**src/rtl/preact_mac.sv**
```systemverilog
// Pre-activation MAC: bias + sum of VEC_LEN Q8.8 products, saturated to Q8.8 for the tanh stage.
// Optional macro PREACT_SAT_FLAG_EN adds the out_sat clamp indicator.
module preact_mac #(
  parameter int VEC_LEN = 16,
  parameter int ACC_W   = 48
) (
  input  logic        clk,
  input  logic        rst,
  input  logic        in_valid,
  output logic        in_ready,
  input  logic [15:0] a,
  input  logic [15:0] w,
  input  logic [15:0] bias,
  output logic        out_valid,
  input  logic        out_ready,
  output logic [15:0] out_x
`ifdef PREACT_SAT_FLAG_EN
  ,
  output logic        out_sat
`endif
);

  localparam int CNT_W = (VEC_LEN > 1) ? $clog2(VEC_LEN) : 1;
  localparam logic [CNT_W-1:0] LAST_CNT = CNT_W'(VEC_LEN - 1);
  localparam logic signed [ACC_W-1:0] Q_MAX = ACC_W'(32767);
  localparam logic signed [ACC_W-1:0] Q_MIN = ACC_W'(-32768);

  typedef enum logic {
    ST_ACC = 1'b0,
    ST_OUT = 1'b1
  } state_t;

  state_t                   state_q, state_d;
  logic [CNT_W-1:0]         cnt_q, cnt_d;
  logic signed [ACC_W-1:0]  acc_q, acc_d;
  logic [15:0]              out_x_q, out_x_d;
`ifdef PREACT_SAT_FLAG_EN
  logic                     sat_q, sat_d;
`endif

  logic signed [31:0]       prod;
  logic signed [ACC_W-1:0]  prod_ext;
  logic signed [ACC_W-1:0]  bias_ext;
  logic signed [ACC_W-1:0]  base;
  logic signed [ACC_W-1:0]  sum;
  logic signed [ACC_W-1:0]  shifted;
  logic                     accept;

  assign prod     = $signed(a) * $signed(w);
  assign prod_ext = {{(ACC_W-32){prod[31]}}, prod};
  // Bias is Q8.8; shifting left by 8 aligns it with the Q16.16 products.
  assign bias_ext = {{(ACC_W-24){bias[15]}}, bias, 8'h00};
  assign base     = (cnt_q == '0) ? bias_ext : acc_q;
  assign sum      = base + prod_ext;
  assign shifted  = sum >>> 8;
  assign accept   = in_valid && (state_q == ST_ACC);

  always_comb begin
    state_d = state_q;
    cnt_d   = cnt_q;
    acc_d   = acc_q;
    out_x_d = out_x_q;
`ifdef PREACT_SAT_FLAG_EN
    sat_d   = sat_q;
`endif
    case (state_q)
      ST_ACC: begin
        if (accept) begin
          acc_d = sum;
          if (cnt_q == LAST_CNT) begin
            cnt_d   = '0;
            state_d = ST_OUT;
            if (shifted > Q_MAX) begin
              out_x_d = 16'h7FFF;
            end else if (shifted < Q_MIN) begin
              out_x_d = 16'h8000;
            end else begin
              out_x_d = shifted[15:0];
            end
`ifdef PREACT_SAT_FLAG_EN
            sat_d = (shifted > Q_MAX) || (shifted < Q_MIN);
`endif
          end else begin
            cnt_d = cnt_q + CNT_W'(1);
          end
        end
      end
      ST_OUT: begin
        if (out_ready) begin
          state_d = ST_ACC;
        end
      end
      default: state_d = ST_ACC;
    endcase
  end

  always_ff @(posedge clk) begin
    if (rst) begin
      state_q <= ST_ACC;
      cnt_q   <= '0;
      acc_q   <= '0;
      out_x_q <= 16'h0000;
`ifdef PREACT_SAT_FLAG_EN
      sat_q   <= 1'b0;
`endif
    end else begin
      state_q <= state_d;
      cnt_q   <= cnt_d;
      acc_q   <= acc_d;
      out_x_q <= out_x_d;
`ifdef PREACT_SAT_FLAG_EN
      sat_q   <= sat_d;
`endif
    end
  end

  assign in_ready  = (state_q == ST_ACC);
  assign out_valid = (state_q == ST_OUT);
  assign out_x     = out_x_q;
`ifdef PREACT_SAT_FLAG_EN
  assign out_sat   = sat_q;
`endif

endmodule
```
**config.mk**
```make
export PLATFORM = sky130hd
export DESIGN_NAME = preact_mac
export DESIGN_NICKNAME = d
export VERILOG_FILES = /design/src/rtl/preact_mac.sv
export SDC_FILE = /design/constraint.sdc
export NUM_CORES = 1
export LEC_CHECK = 0
export ABC_AREA = 1
export CELL_PAD_IN_SITES_DETAIL_PLACEMENT = 1
export CELL_PAD_IN_SITES_GLOBAL_PLACEMENT = 1
export CORE_MARGIN = 1
export CORE_UTILIZATION = 43
export DETAILED_ROUTE_END_ITERATION = 12
export HOLD_SLACK_MARGIN = 0.12
export PLACE_DENSITY_LB_ADDON = 0.1
export SLEW_MARGIN = 15
export SYNTH_ARGS = -nofsm -noshare
export SYNTH_HDL_FRONTEND = slang
export SYNTH_SLANG_ARGS = --single-unit
```
**constraint.sdc**
```tcl
create_clock -name clk -period 7.3 [get_ports clk]
set_input_delay 1.095 -clock clk [delete_from_list [all_inputs] [get_ports clk]]
set_output_delay 1.095 -clock clk [all_outputs]
set_load 0.02 [all_outputs]
```
; ---- Yosys cells after proc, flatten, opt, wreduce, memory -nomap -nowiden
; Index checks and enable logic that the tools add are counted.
[totals]
regBits = 69
input_bits = 52
output_inout_bits = 18
word_cells = 23
[classes]
addsub = 2
mul = 1
n_lt_le_gt_ge = 2
n_eq_ne = 1
mux = 8
bitwise_logic = 1
reduce_logical = 4
[op_table]
columns = cell, n
row1 = $add 48x32->48, 1
row2 = $mux 48, 1
row3 = $gt 40x16->1 const B, 1
row4 = $lt 40x16->1 const B, 1
row5 = $mul 16x16->32, 1
row6 = $mux 16, 2
row7 = $add 4x1->4 const B, 1
row8 = $eq 4x4->1 const B, 1
row9 = $logic_not 4->1, 1
row10 = $mux 4, 1
row11 = $mux 1, 3
row12 = $reduce_and 3->1, 1
row13 = $pmux 1 s2, 1
row14 = $reduce_and 2->1, 1
row15 = $logic_and 1x1->1, 1
row16 = $not 1->1, 1

; ---- Depth between registers and ports, before layout
[logic_depth]
word_depth = 6
ltp_mapped = 38
mapped_depth_nobuf = 36

; ---- Worst setup path after synthesis
; No wires, ideal clock.
[synth_timing]
path_kind = input -> register
from = input a[15]
to = register out_x_q[5], in the netlist out_x[5]
setup_ns = 0.064
t_arrival_ns = 7.595
required_time_ns = 7.236
path_slack_ns = -0.360
path_stages = 27
path_buffers = 2
cell_sequence = clkbuf_1 nand2_1 inv_1 fa_1 inv_1 fa_1 fa_1 fa_1 inv_1 fa_1 fa_1 ha_1 a21oi_1 a21boi_0 nand2_1 a21oi_1 nand3_1 nand2_1 nand2_1 nor2_1 nand2_1 nor2_2 nand3_4 buf_6 a21oi_1 nor2_1 nor2_1
[synth_via]
elab_chain_cells = 5
word_cells_on_any_way = 6
cone_classes = add/sub (1) / mul (1) / order compare (2) / mux (2)
[synth_lines]
columns = element, line_no
row1 = from (decl), 11  ; input logic [15:0] a,
row2 = $mul 16x16->32 *, 49  ; assign prod = $signed(a) * $signed(w);
row3 = $add 48x32->48 *, 54  ; assign sum = base + prod_ext;
row4 = $lt 40x16->1, 75  ; end else if (shifted < Q_MIN) begin
row5 = $mux 16, 75
row6 = $mux 16 *, 73  ; if (shifted > Q_MAX) begin
row7 = to (signal assigned), 110  ; out_x_q <= out_x_d;
row8 = to (decl), 36  ; logic [15:0] out_x_q, out_x_d;
; Every way passes the cells marked *; elsewhere a longest branch is shown, timed or not.
; A chain may end at the register's enable or synchronous reset.

; ---- Worst setup path after layout
[layout_timing]
from = input a[15]
to = register out_x_q[10], in the netlist out_x[10]
; The elaborated chain is that of the path after synthesis.

==> results_dict.tcl <==
set metrics [dict create \
    die_h_um 212 \
    hold_buffers 0 \
    crit_arrival_ns 7.54 \
    ys.flop_type "dfxtp_1" \
    clk_pin_slew_worst_paths_ns 0.07 \
    tritoncts "done" \
    r2r_slack_ns 0.40 \
    wirelength_mm 69.4 \
    grt.overflow.total 0 \
    cts_root_buf "clkbuf_16" \
    diodes 0 \
    synth_edf_count 0 \
    cpMostUsedCell "nand2_1" \
    critPathSlowestCell "fa_2" \
    ctsHtreeMaxLevel 3 \
    crit_path_end "out_x[10]$_SDFFE_PP0P_" \
    critPathMaxFanout 8 \
    cap_violations 0 \
    rsz0062_at_grt "true" \
    drc 0 \
    min_path_type "flop to flop" \
    required_ns 7.60 \
    wire_per_inst_um 19.4 \
    nets 3535 \
    period_share_pct 99.2 \
    min_period_ns 7.24 \
    hpwl_mm 55.4 \
    port_buffers 69 \
    fp.dieArea_um2 44900 \
    dr.pass1.iters 5 \
    row_count 76 \
    area_delta_synth_final_pct 32.6 \
    io_pins 70 \
    reg2reg_from "cnt_q[0]$_SDFFE_PP0P_" \
    drt_iter0_markers 685 \
    core_um2 43300 \
    hold_violations 0 \
    finalMaxSlewViolations 0 \
    yosysWarnings 0 \
    grt_pass1_wl_mm 107 \
    syn_area_per_cell_um2 7.10 \
    grt.total_usage_pct 31.1 \
    cpPeakStageDelay_ns 0.64 \
    synth_area_um2 18900 \
    clock_sinks 69 \
    rr_endpoint "out_x[10]$_SDFFE_PP0P_" \
    ctsLongestPathBuffers 2 \
    worstSetupPathType "input port to flop" \
    crit_start "a[15]" \
    ant_nets 0 \
    drive_gt1_share_pct 25.0 \
    die_w_um 212 \
    grt_max_degree 54 \
    synthCells 2667 \
    routabilityCongestion 0.928 \
    worst_pin_slew_ns 0.967 \
    fin_skew_ns 0.0139 \
    syn-num-nets 3214 \
    antenna_found_initial 0 \
    viasPerCell 4.93 \
    start_util_pct 43.8 \
    ys_ff_latch 69 \
    numCtsBuffers 9 \
    hold_slack_ns 0.464 \
    grt_pass1_vias 19800 \
    async_flop_share_pct 0 \
    setup_violations 0 \
    status "finished, final reports clean" \
    ys_types 34 \
    endpoint_kind "flop" \
    fmax_mhz 138 \
    routed-via-count 17600 \
    ys_seq_area_share_pct 7.30 \
    start_kind "input port" \
    slew_headroom_pct 35.5 \
    reg2reg_depth 34 \
    clock_latency_ns 0.36 \
]
[stage by stage]
stage / TNS [ns] / utilization, % / cells / cell area (um^2) / worst slack [ns]
floorplan: 0 / - / 2667 / 18900 / 0.00121
global placement: -17.08 / 51.2 / 3479 / 22100 / -0.956
detailed placement: -21.65 / 51.2 / 3479 / 22100 / -1.05
CTS: 0 / 55.6 / 3540 / 24000 / 0.000911
global route: -1.60 / 58.0 / 3578 / 25100 / -0.166
finish: 0 / 58.0 / 3578 / 25100 / 0.0569
[flip-flops by register name (all words and copies together) (netlist names)]
name       flops
acc_q         48
out_x         16
cnt_q          4
out_valid      1
[cells in the final DEF, fill, tap and decap left out, drive strengths merged, types with 4 or more instances in the layout]
| cell | Yosys | layout |
|---|---|---|
| fa | 362 | 362 |
| dlygate4sd2 | 0 | 8 |
| buf | 5 | 324 |
| nand4 | 21 | 21 |
| clkinv | 2 | 4 |
| xnor2 | 4 | 4 |
| nor2 | 162 | 162 |
| nand2 | 696 | 697 |
| clkdlybuf4s50 | 0 | 40 |
| inv | 843 | 847 |
| nor3 | 6 | 6 |
| nand3 | 60 | 61 |
| o21ai | 93 | 93 |
| xor2 | 21 | 21 |
| dfxtp | 69 | 69 |
| clkbuf | 85 | 19 |
| dlymetal6s2s | 0 | 13 |
| ha | 133 | 133 |
| a21oi | 75 | 75 |
| o211ai | 21 | 21 |
[what timing repair did]
action,CTS,global route
setup endpoints to repair,18,16
cloned,4,5
gates resized for setup,318,228
setup buffers,41,33
pin swaps,131,189
[critical path: cells and delay by family]
kind / cells / cell delay, ns
AO/OA/AOI/OAI: 2 / 0.39
AND/OR/NAND/NOR: 14 / 1.51
buffers and inverters: 8 / 1.00
adder cells (fa/ha/maj): 7 / 3.55
[cells in the mapped netlist, drive strengths merged (6+ instances only)]
master	instances	share of area [%]
nand3	60	1.9
nand2	696	14
nor2	162	3.5
nor3	6	0.16
inv	843	17
xor2	21	0.97
a21oi	75	2.1
ha	133	8.8
clkbuf	85	1.7
o211ai	21	0.83
o21ai	93	2.5
fa	362	38
dfxtp	69	7.3
nand4	21	0.69
[final cells by class]
class,instances,area [um^2]
Fill cell,5395,18200
Multi-Input combinational cell,1665,15800
Timing Repair Buffer,398,3740
Inverter,845,3180
Sequential cell,69,1380
Tap cell,585,732
Clock buffer,9,225
Clock inverter,7,62.6
[per-layer routing]
| metal | vias up | GRT usage (%) | part of all wire (%) | routed length (um) |
|---|---|---|---|---|
| li1 | 8219 | - | - | - |
| met1 | 8974 | 38.7 | 41 | 28300 |
| met2 | 308 | 56.7 | 52 | 36300 |
| met3 | 142 | 2.05 | 2.4 | 1640 |
| met4 | 0 | 11.1 | 4.5 | 3130 |
| met5 | - | 0 | 0 | 0 |
[worst min path at each step]
stage                                from               endpoint  slack (ns)  depth (start not counted)
finish              acc_q[3]$_SDFFE_PP0P_  acc_q[3]$_SDFFE_PP0P_        0.46                          2
global route        acc_q[3]$_SDFFE_PP0P_  acc_q[3]$_SDFFE_PP0P_        0.49                          2
CTS                 acc_q[3]$_SDFFE_PP0P_  acc_q[3]$_SDFFE_PP0P_        0.46                          2
detailed placement  acc_q[3]$_SDFFE_PP0P_  acc_q[3]$_SDFFE_PP0P_        0.45                          2
global placement    acc_q[0]$_SDFFE_PP0P_  acc_q[0]$_SDFFE_PP0P_        0.44                          2
floorplan           acc_q[2]$_SDFFE_PP0P_  acc_q[2]$_SDFFE_PP0P_        0.43                          2
[logic make-up after synthesis]
family	count (synthesis)	synth area share (%)
compound gates	195	5.59
xor+xnor	25	1.16
fa+ha+maj	495	47.1
buf+inv	935	18.6
flops	69	7.30
simple gates	948	20.3
Power is left out: the tool's default activity adds up to more than one toggle a clock period on the data nets, which glitch-free logic cannot reach.
